**config.mk**
```make
export PLATFORM = sky130hd
export DESIGN_NAME = shift_unit_seq_flat
export DESIGN_NICKNAME = d
export VERILOG_FILES = /design/src/rtl/shift_unit_seq_if.sv /design/src/rtl/shift_unit_seq.sv /design/src/flat_wrapper.sv
export SDC_FILE = /design/constraint.sdc
export NUM_CORES = 1
export LEC_CHECK = 0
export BUFFER_PORTS_ARGS = -buffer_cell sky130_fd_sc_hd__buf_2
export CORE_ASPECT_RATIO = 0.75
export CORE_UTILIZATION = 47
export CTS_CLUSTER_DIAMETER = 150
export DETAILED_ROUTE_END_ITERATION = 8
export PLACE_DENSITY_LB_ADDON = 0.15
export RECOVER_POWER = 25
export SYNTH_ARGS = -nofsm -noshare
export SYNTH_HDL_FRONTEND = slang
export SYNTH_SLANG_ARGS = --single-unit
```
**constraint.sdc**
```tcl
create_clock -name clk -period 1.6 [get_ports clk]
set_input_delay 0.32 -clock clk [delete_from_list [all_inputs] [get_ports clk]]
set_output_delay 0.32 -clock clk [all_outputs]
set_load 0.05 [all_outputs]
```
**src/rtl/shift_unit_seq_if.sv**
```systemverilog
// ============================================================================
// Module   : shift_unit_seq_if
// Brief    : start/done handshake and operand/result bus of the shift unit
// Revision : 1.0
// ============================================================================
`default_nettype none

interface shift_unit_seq_if #(
    parameter int WIDTH = 32,
    parameter int SHW   = 5
);
    logic             start;
    logic [2:0]       op;
    logic [WIDTH-1:0] data_in;
    logic [SHW-1:0]   shamt;
    logic [WIDTH-1:0] data_out;
    logic             busy;
    logic             done;

    modport master (
        output start, op, data_in, shamt,
        input  data_out, busy, done
    );

    modport slave (
        input  start, op, data_in, shamt,
        output data_out, busy, done
    );
endinterface

`default_nettype wire

```
**src/rtl/shift_unit_seq.sv**
```systemverilog
// ============================================================================
// Module   : shift_unit_seq
// Brief    : multicycle shifter, one bit per clock; rotates under SHIFT_ROTATE_EN
// Revision : 1.0
// ============================================================================
`default_nettype none

module shift_unit_seq #(
    parameter int WIDTH = 32,
    parameter int SHW   = 5
) (
    input  wire logic        clk,
    input  wire logic        reset,
    shift_unit_seq_if.slave  bus
);

    localparam logic [1:0] c_IDLE  = 2'd0;
    localparam logic [1:0] c_SHIFT = 2'd1;
    localparam logic [1:0] c_DONE  = 2'd2;

    localparam logic [2:0] c_OP_SLL = 3'b001;
    localparam logic [2:0] c_OP_SRL = 3'b010;
    localparam logic [2:0] c_OP_SRA = 3'b011;
`ifdef SHIFT_ROTATE_EN
    localparam logic [2:0] c_OP_ROR = 3'b100;
    localparam logic [2:0] c_OP_ROL = 3'b101;
`endif

    logic [1:0]       state_q, state_d;
    logic [WIDTH-1:0] data_q,  data_d;
    logic [SHW-1:0]   count_q, count_d;
    logic [2:0]       op_q,    op_d;
    logic [WIDTH-1:0] w_step;

    // Pass and unsupported ops get a zero count so they finish straight away.
    function automatic logic op_shifts(input logic [2:0] op);
        case (op)
            c_OP_SLL, c_OP_SRL, c_OP_SRA: op_shifts = 1'b1;
`ifdef SHIFT_ROTATE_EN
            c_OP_ROR, c_OP_ROL:           op_shifts = 1'b1;
`endif
            default:                      op_shifts = 1'b0;
        endcase
    endfunction

    always_ff @(posedge clk or posedge reset) begin
        if (reset) begin
            state_q <= c_IDLE;
            data_q  <= '0;
            count_q <= '0;
            op_q    <= 3'b000;
        end else begin
            state_q <= state_d;
            data_q  <= data_d;
            count_q <= count_d;
            op_q    <= op_d;
        end
    end

    always_comb begin
        w_step = data_q;
        case (op_q)
            c_OP_SLL: w_step = {data_q[WIDTH-2:0], 1'b0};
            c_OP_SRL: w_step = {1'b0, data_q[WIDTH-1:1]};
            c_OP_SRA: w_step = {data_q[WIDTH-1], data_q[WIDTH-1:1]};
`ifdef SHIFT_ROTATE_EN
            c_OP_ROR: w_step = {data_q[0], data_q[WIDTH-1:1]};
            c_OP_ROL: w_step = {data_q[WIDTH-2:0], data_q[WIDTH-1]};
`endif
            default:  w_step = data_q;
        endcase
    end

    always_comb begin
        state_d = state_q;
        data_d  = data_q;
        count_d = count_q;
        op_d    = op_q;
        case (state_q)
            c_IDLE: begin
                if (bus.start) begin
                    state_d = c_SHIFT;
                    data_d  = bus.data_in;
                    op_d    = bus.op;
                    count_d = op_shifts(bus.op) ? bus.shamt : '0;
                end
            end
            c_SHIFT: begin
                if (count_q != '0) begin
                    data_d  = w_step;
                    count_d = count_q - SHW'(1);
                end else begin
                    state_d = c_DONE;
                end
            end
            c_DONE:  state_d = c_IDLE;
            default: state_d = c_IDLE;
        endcase
    end

    always_comb begin
        bus.busy     = (state_q == c_SHIFT) || (state_q == c_DONE);
        bus.done     = (state_q == c_DONE);
        bus.data_out = data_q;
    end

endmodule

`default_nettype wire
```
**src/flat_wrapper.sv**
```systemverilog
// flat-port wrapper written by rule: the top's interface ports become plain ports
module shift_unit_seq_flat 
#(
    parameter int WIDTH = 32,
    parameter int SHW   = 5
)
  (clk, reset, bus_start, bus_op, bus_data_in, bus_shamt, bus_data_out, bus_busy, bus_done);
  shift_unit_seq_if #(.WIDTH(WIDTH), .SHW(SHW)) bus_i ();
  input  wire logic clk;
  input  wire logic reset;
  input wire logic [$bits(bus_i.start)-1:0] bus_start;
  input wire logic [$bits(bus_i.op)-1:0] bus_op;
  input wire logic [$bits(bus_i.data_in)-1:0] bus_data_in;
  input wire logic [$bits(bus_i.shamt)-1:0] bus_shamt;
  output wire logic [$bits(bus_i.data_out)-1:0] bus_data_out;
  output wire logic [$bits(bus_i.busy)-1:0] bus_busy;
  output wire logic [$bits(bus_i.done)-1:0] bus_done;
  assign bus_i.start = bus_start;
  assign bus_i.op = bus_op;
  assign bus_i.data_in = bus_data_in;
  assign bus_i.shamt = bus_shamt;
  assign bus_data_out = bus_i.data_out;
  assign bus_busy = bus_i.busy;
  assign bus_done = bus_i.done;
  shift_unit_seq #(.WIDTH(WIDTH), .SHW(SHW)) u_core (.clk(clk), .reset(reset), .bus(bus_i));
endmodule
```
==> flow_summary.ini, run 1 <==
[sta]
clock_skew_ns = 0.00701
hold_viol = 0
slew_viol_final = 0
setup_violations = 31
timing.hold.ws_ns = 0.271
slew_headroom = 0.296
max_slew.worst_pin.slew_ns = 1.06
rsz0062_at_grt = yes
fin_ws_ns = -0.131
fin_crit_sh = 1.08
min_period_ns = 1.73
fin_setup_tns_ns = -3.46
timing.fmax_ghz = 0.578

[detailed_routing]
drtIter0Drc = 92
vias_per_cell = 5.03
route.detailed.drc = 0
wire_per_inst_um = 14.2
drt_pass1_iterations = 4
num_vias = 2041
drtAntennaViolNets = 0
postRouteWirelength_um = 5770

[placement]
gp_congestion = 0.792
portBuffers = 76
hpwl_um = 4090

[setup_path]
cp-end-kind = register
cpPeakStageDelay_ns = 0.43
cp_slowest_cell = dfrtp_2
worstPathCellList = inv_2 -> ha_4 -> nand2b_4 -> a22oi_4 -> nand2_4 -> buf_12 -> mux2_4
reg2reg_slack_ns = -0.13
crit_family = flip-flops
crit_end = u_core.bus.data_out[23]$_DFFE_PP0P_
cp_max_fo = 10
crit_start = u_core.state_q[0]$_DFFE_PP0P_
crit_type = reg2reg
worstRegToRegCells = 7
crit_required_ns = 1.78
crit_arrival_ns = 1.91
critPathBufInv = 2
worst_r2r_endpoint = u_core.bus.data_out[23]$_DFFE_PP0P_
critPathLaunchType = register
path_depth = 7
reg2reg_from = u_core.state_q[0]$_DFFE_PP0P_

[floorplan]
die_area_mm2 = 0.00596
fp.dieH_um = 67.1
core_region_area_mm2 = 0.00538
initial_utilization = 0.493
die_w_um = 88.8
pin_count = 77
placementRows = 23

[yosys]
postSynthCellCount = 240
syn_nets = 289
yosysUniqueCellTypes = 30
ys_ff_latch = 42
synth_edf_count = 0
synthArstFlopShare = 1.00
netlist_area_mm2 = 0.00266
seq_area_frac_synth = 0.396
syn_avg_cell_area_um2 = 11.1
synth_ff_type = dfrtp_1
yosys_warnings = 0

[grt]
grt_usage = 0.205
grt_pass1_vias = 1852
grt_remaining_overflow = 0
grt_max_degree = 43
antenna_found_initial = 0
grt_pass1_wl_um = 9110

[clock_tree]
clock_latency_ns = 0.29
clock-sinks = 42
tritoncts = done
clockBufferDepth = 2
root_buffer = clkbuf_8
numCtsBuffers = 5
clk_pin_slew_ns = 0.08
cts_max_level = 2

[final_layout]
antennaDiodeCount = 0
drive_gt1_frac = 0.486
syn2layout_area_growth_pct = 30.2
final_util = 0.642
fillers = 476
final_nets = 379

[status]
status = finished, violations left
violations = setup timing

[hold_path]
hp-class = in2reg

[job]
drv_cap = 0
[routing by layer]
metal,global-route usage,routed length [um],part of all wire
met5,0,0,0
met4,0.0665,55,0.0095
met3,0.0372,210,0.036
met2,0.300,2410,0.42
met1,0.303,3090,0.54
[registers in the layout, indices dropped and copies added (netlist names)]
name,count
u_core.bus.data_out,32
u_core.state_q,2
u_core.count_q,5
u_core.op_q,3
[logic make-up after synthesis]
family          count (synthesis)  share of synthesized area
flops                          42                      0.396
xor+xnor                        3                    0.00990
fa+ha+maj                       6                     0.0283
mux                            65                      0.304
compound gates                 52                      0.111
buf+inv                        23                     0.0631
simple gates                   49                     0.0881
[cell usage in the layout (no fill, tap or decap), types with 3 or more instances in the layout]
cell      synthesis  routed
clkbuf_8          0       5
inv_2             0       4
a21oi_1          40      40
mux2_4           30      32
mux2i_1          30      30
mux2_2            5       3
buf_12            3       5
nor2_2            0       3
dfrtp_1          42      41
a22oi_1           3       3
ha_4              0       4
nor2_1           39      36
o21ai_0           3       3
buf_2             2      74
buf_4             2      15
[layout make-up]
class                      instances  area, um^2  share of cell area
clock inverter                     3        40.0              0.0116
multi-input combinational        175        1520               0.439
clock buffer                       5        68.8              0.0199
tap                               75        93.8              0.0272
inverter                           7        26.3             0.00760
timing repair buffer              99         657               0.190
sequential                        42        1050               0.304
[through the flow]
| step | setup WS, ns | cells | cell area [um^2] |
|---|---|---|---|
| final | -0.131 | 406 | 3460 |
| after global routing | -0.195 | 406 | 3460 |
| after CTS | -0.141 | 405 | 3420 |
| after detailed placement | -0.160 | 396 | 3240 |
| after global placement | -0.124 | 396 | 3240 |
| after floorplan | -0.0743 | 240 | 2660 |
[synthesized netlist by cell type (2+ instances only)]
cell / n / area (um^2)
buf_4: 2 / 15.0
nand2_1: 2 / 7.51
mux2i_1: 30 / 300
buf_12: 3 / 60.1
clkbuf_1: 6 / 22.5
xor2_1: 2 / 17.5
buf_2: 2 / 10.0
a21oi_1: 40 / 200
a22oi_1: 3 / 22.5
mux2_2: 5 / 56.3
nor2_1: 39 / 146
ha_1: 6 / 75.1
mux2_4: 30 / 450
dfrtp_1: 42 / 1050
o21ai_0: 3 / 15.0
buf_6: 3 / 33.8
nor3_1: 2 / 10.0
inv_1: 7 / 26.3
a31oi_1: 2 / 12.5
[repair_timing]
| action | CTS | global route |
|---|---|---|
| setup endpoints to repair | 34 | 34 |
| hold buffers | 0 | 0 |
| pin swaps | 1 | 0 |
| buffers inserted | 0 | 1 |
| gates resized for setup | 12 | 11 |
| gates cloned | 1 | 0 |
[worst min-delay path by stage]
stage               slack (ns)                                   to  cells after the start       from
floorplan                 0.47           u_core.op_q[0]$_DFFE_PP0P_                      1  bus_op[0]
CTS                       0.05        u_core.count_q[4]$_DFFE_PP0P_                      3      reset
detailed placement        0.37  u_core.bus.data_out[18]$_DFFE_PP0P_                      3      reset
finish                    0.27           u_core.op_q[0]$_DFFE_PP0P_                      2  bus_op[0]
global route              0.27           u_core.op_q[1]$_DFFE_PP0P_                      2  bus_op[1]
global placement          0.37  u_core.bus.data_out[18]$_DFFE_PP0P_                      3      reset
Power of run 1 is left out: the tool's default activity adds up to more than one toggle a clock period on the data nets, which glitch-free logic cannot reach.
==> run 2: changes to the inputs <==
- CORE_UTILIZATION: 47 -> 52
- clock period: 1.6 -> 1.85 ns (I/O delays scaled with it)
==> run 2 against run 1 <==
Compared with the run above:
- worst hold slack gained 0.052 ns
- count of clock-buffer cells in the layout grew 1
- maximum frequency shrank 1.6%
- the run ends with DRC left
- die area shrank 9.4%
- routed wire length shrank 3.3%
==> flow_summary.ini, run 2 (synthesized netlist as in run 1, its figures left out) <==
[status]
status = finished, violations left
violations = DRC

[setup_path]
crit_type = reg2reg
critPathLaunchType = register
crit_end = u_core.bus.data_out[15]$_DFFE_PP0P_
crit_required_ns = 2.04
reg2reg_from = u_core.state_q[0]$_DFFE_PP0P_
reg2reg_slack_ns = 0.09
crit_start = u_core.state_q[0]$_DFFE_PP0P_
crit_arrival_ns = 1.95
worstRegToRegCells = 7
cp_max_fo = 9
worst_r2r_endpoint = u_core.bus.data_out[15]$_DFFE_PP0P_
cp-end-kind = register

[grt]
grt_max_degree = 43
grt_use_met2 = 0.306
grt_usage = 0.216
grt_pass1_vias = 1797
grt_remaining_overflow = 0
grt_use_met3 = 0.0401
grt-busiest-layer = met1
antenna_found_initial = 0
grt_pass1_wl_um = 9020
globalRouteMet1Util = 0.327

[floorplan]
pin_count = 77
die_area_mm2 = 0.00540
initial_utilization = 0.542
die_w_um = 84.5
fp.dieH_um = 63.9
core_region_area_mm2 = 0.00490
placementRows = 22

[clock_tree]
tritoncts = done
root_buffer = clkbuf_8
numCtsBuffers = 5
clock_latency_ns = 0.30
cts_max_level = 2
clock-sinks = 42
clockBufferDepth = 2
hold_buffers = 0
clk_pin_slew_ns = 0.08

[sta]
fin_ws_ns = 0.0907
setup_violations = 0
max_slew.worst_pin.slew_ns = 1.04
timing.fmax_ghz = 0.568
slew_viol_final = 0
fin_crit_sh = 0.951
slew_headroom = 0.309
rsz0062_at_grt = no
min_period_ns = 1.76
hold_viol = 0
fin_setup_tns_ns = 0
clock_skew_ns = 0.00774

[job]
drv_cap = 0

[detailed_routing]
vias_per_cell = 5.19
drt_pass1_iterations = 6
postRouteWirelength_um = 5580
route.detailed.drc = 13
drtIter0Drc = 81
drtAntennaViolNets = 0
num_vias = 1982
wire_per_inst_um = 14.6

[final_layout]
syn2layout_area_growth_pct = 24.3
multi_input_comb_area_mm2 = 0.00146
final_nets = 370
seq_area_mm2 = 0.00105
antennaDiodeCount = 0
fillers = 401
layout_common_cells = 76 x buf_2, 41 x dfrtp_1, 40 x a21oi_1
largest_reg_flops = 32
final_common_cell = buf_2
drive_gt1_frac = 0.450

[placement]
hpwl_um = 3870
pre_cts_slack_ns = 0.0629
gp_congestion = 0.853
portBuffers = 76

[hold_path]
hp-class = in2reg
run 2: changes by cell type in the layout (fill, tap and decap cells not counted), moves of 2 or more:
cell / previous run / this run
buf_4: 15 / 8
nor2_1: 36 / 39
buf_2: 74 / 76
clkinv_2: 2 / 0
nor2_2: 3 / 0
mux2_2: 3 / 5
ha_4: 4 / 1
buf_12: 5 / 3
ha_2: 0 / 2
buf_8: 2 / 0
mux2_4: 32 / 30
run 2: worst max-delay path, stage by stage, from the launching register on:
cell       delay [ns]
dfrtp_2          0.42
inv_2            0.07
ha_2             0.19
nand2b_4         0.15
a22oi_4          0.21
nand2_4          0.11
clkbuf_16        0.20
mux2_4           0.29
run 2: final cells by class:
cell class,count,share of cell area
flip-flops and latches,42,0.319
inverters,7,0.00796
multi-input cells,175,0.443
clock buffers,6,0.0250
well taps,60,0.0228
clock inverters,2,0.0182
repair buffers,90,0.164
run 2: metrics by stage:
| stage | instance area (um^2) | util | std cells | hold WS, ns |
|---|---|---|---|---|
| 2_1_floorplan | 2660 | - | 240 | 0.507 |
| 6_report | 3300 | 0.673 | 382 | 0.323 |
| 3_3_place_gp | 3100 | 0.633 | 371 | 0.530 |
| 4_1_cts | 3240 | 0.662 | 379 | 0.203 |
| 5_1_grt | 3300 | 0.673 | 382 | 0.309 |
| 3_5_place_dp | 3100 | 0.633 | 371 | 0.534 |
run 2: worst min-delay path by stage:
stage,from,to,depth (start not counted)
2_1_floorplan,u_core.state_q[1]$_DFFE_PP0P_,u_core.state_q[1]$_DFFE_PP0P_,1
3_3_place_gp,reset,u_core.count_q[0]$_DFFE_PP0P_,3
3_5_place_dp,u_core.state_q[1]$_DFFE_PP0P_,u_core.state_q[1]$_DFFE_PP0P_,1
4_1_cts,reset,u_core.bus.data_out[18]$_DFFE_PP0P_,3
5_1_grt,bus_op[0],u_core.op_q[0]$_DFFE_PP0P_,2
6_report,bus_op[1],u_core.op_q[1]$_DFFE_PP0P_,2
run 2: routing by layer:
layer	wire, um	part of all wire	vias to the layer above
met2	2380	0.43	48
met5	0	0	-
met4	59	0.011	0
met1	2910	0.52	925
met3	230	0.041	5
li1	-	-	1004
run 2: what timing repair did:
item | CTS | global route
resized for setup | 0 | 8
buffers inserted | 0 | 2
setup endpoints to repair | 0 | 32
Power of run 2 is left out for the same reason.
==> run 3: changes to the inputs <==
- RECOVER_POWER: 25 -> 50
- clock period: 1.85 -> 2.2 ns (I/O delays scaled with it)
==> run 3 against run 2 <==
Compared with the run above:
- the flow still finishes with violations (DRC)
- setup slack better by 0.14 ns
- worst hold slack better by 0.086 ns
- routed wire length down 4.2%
- highest routed layer unchanged
- critical endpoint is now u_core.bus.data_out[21]$_DFFE_PP0P_
==> flow_summary.ini, run 3 (synthesized netlist as in run 1, its figures left out) <==
[clock_tree]
root_buffer = clkbuf_8
clock-sinks = 42
cts_max_level = 2
clock_latency_ns = 0.29
clockBufferDepth = 2
tritoncts = done
clk_pin_slew_ns = 0.08
numCtsBuffers = 5

[floorplan]
core_region_area_mm2 = 0.00490
die_area_mm2 = 0.00540
placementRows = 22
die_w_um = 84.5
pin_count = 77
fp.dieH_um = 63.9
initial_utilization = 0.542

[sta]
max_slew.worst_pin.slew_ns = 1.05
fin_crit_sh = 0.894
fin_setup_tns_ns = 0
timing.fmax_ghz = 0.508
hold_viol = 0
rsz0062_at_grt = no
setup_violations = 0
clock_skew_ns = 0.00458
slew_viol_final = 0
slew_headroom = 0.300
min_period_ns = 1.97

[final_layout]
final_nets = 361
largest_reg_flops = 32
seq_area_mm2 = 0.00105
layout_common_cells = 59 x buf_2, 42 x dfrtp_1, 40 x a21oi_1
fillers = 431
antennaDiodeCount = 0
syn2layout_area_growth_pct = 16.5
final_common_cell = buf_2
drive_gt1_frac = 0.359
multi_input_comb_area_mm2 = 0.00146

[hold_path]
hp-class = in2reg
holdPathStages = 2

[setup_path]
crit_type = reg2reg
critPathLaunchType = register
cp_max_fo = 30
worstRegToRegCells = 6
crit_required_ns = 2.37
cp-end-kind = register
crit_arrival_ns = 2.14

[detailed_routing]
postRouteWirelength_um = 5340
drt_pass1_iterations = 6
num_vias = 1955
vias_per_cell = 5.26
drtIter0Drc = 97
route.detailed.drc = 6
drtAntennaViolNets = 0
wire_per_inst_um = 14.4

[status]
violations = DRC
status = finished, violations left

[placement]
hpwl_um = 3760
gp_congestion = 0.779
portBuffers = 76

[grt]
grt_pass1_vias = 1774
grt_usage = 0.210
grt_max_degree = 43
grt_pass1_wl_um = 8810
antenna_found_initial = 0
grt_remaining_overflow = 0

[job]
drv_cap = 0
==> run 3: changes by cell type in the layout (fill, tap and decap cells not counted), sizes merged <==
cell,before,now
clkinv,1,3
bufinv,2,0
buf,88,63
clkbuf,8,23
==> run 3: path summary, 6_finish.rpt <==
kind                                                    start                             endpoint  slack (ns)
worst max register to register  u_core.state_q[0]$_DFFE_PP0P_  u_core.bus.data_out[21]$_DFFE_PP0P_        0.23
max in group asynchronous                               reset  u_core.bus.data_out[27]$_DFFE_PP0P_        1.09
worst min register to register  u_core.state_q[1]$_DFFE_PP0P_        u_core.state_q[1]$_DFFE_PP0P_        0.55
worst min-delay path                                bus_op[1]           u_core.op_q[1]$_DFFE_PP0P_        0.41
worst max-delay path            u_core.state_q[0]$_DFFE_PP0P_  u_core.bus.data_out[21]$_DFFE_PP0P_        0.23
min in group asynchronous                               reset  u_core.bus.data_out[21]$_DFFE_PP0P_        0.47
==> run 3: critical path, stage by stage (launching register included) <==
cell     delay, ns
dfrtp_1       0.42
inv_1         0.13
ha_1          0.20
nand2_1       0.17
a22oi_4       0.28
nand2_8       0.24
mux2_4        0.38
==> run 3: metrics by stage <==
step / hold slack [ns] / util / setup slack, ns / area (um^2) / cells
CTS: 0.279 / 0.634 / 0.136 / 3110 / 372
global placement: 0.531 / 0.618 / 0.210 / 3030 / 365
global route: 0.408 / 0.631 / 0.0980 / 3090 / 372
finish: 0.408 / 0.631 / 0.232 / 3090 / 372
detailed placement: 0.537 / 0.618 / 0.150 / 3030 / 365
floorplan: 0.507 / - / 0.466 / 2660 / 240
==> run 3: final cells by class <==
class	count	area share
flip-flops and latches	42	0.340
clock inverters	2	0.00324
inverters	7	0.00850
multi-input cells	175	0.470
clock buffers	5	0.0222
repair buffers	81	0.131
well taps	60	0.0243
==> run 3: timing repair <==
action                                  CTS  global route
endpoints found under the setup margin    0             6
hold buffers                              0             0
resized for setup                         0             1
setup buffers                             0             0
==> run 3: layer usage <==
metal,GRT usage,up-vias,wire (um),share of wire
met5,0,-,0,0
met4,0.0572,0,50,0.0094
met3,0.0439,5,263,0.049
met2,0.297,55,2150,0.40
met1,0.322,906,2880,0.54
li1,-,989,-,-
Power of run 3 is left out for the same reason.
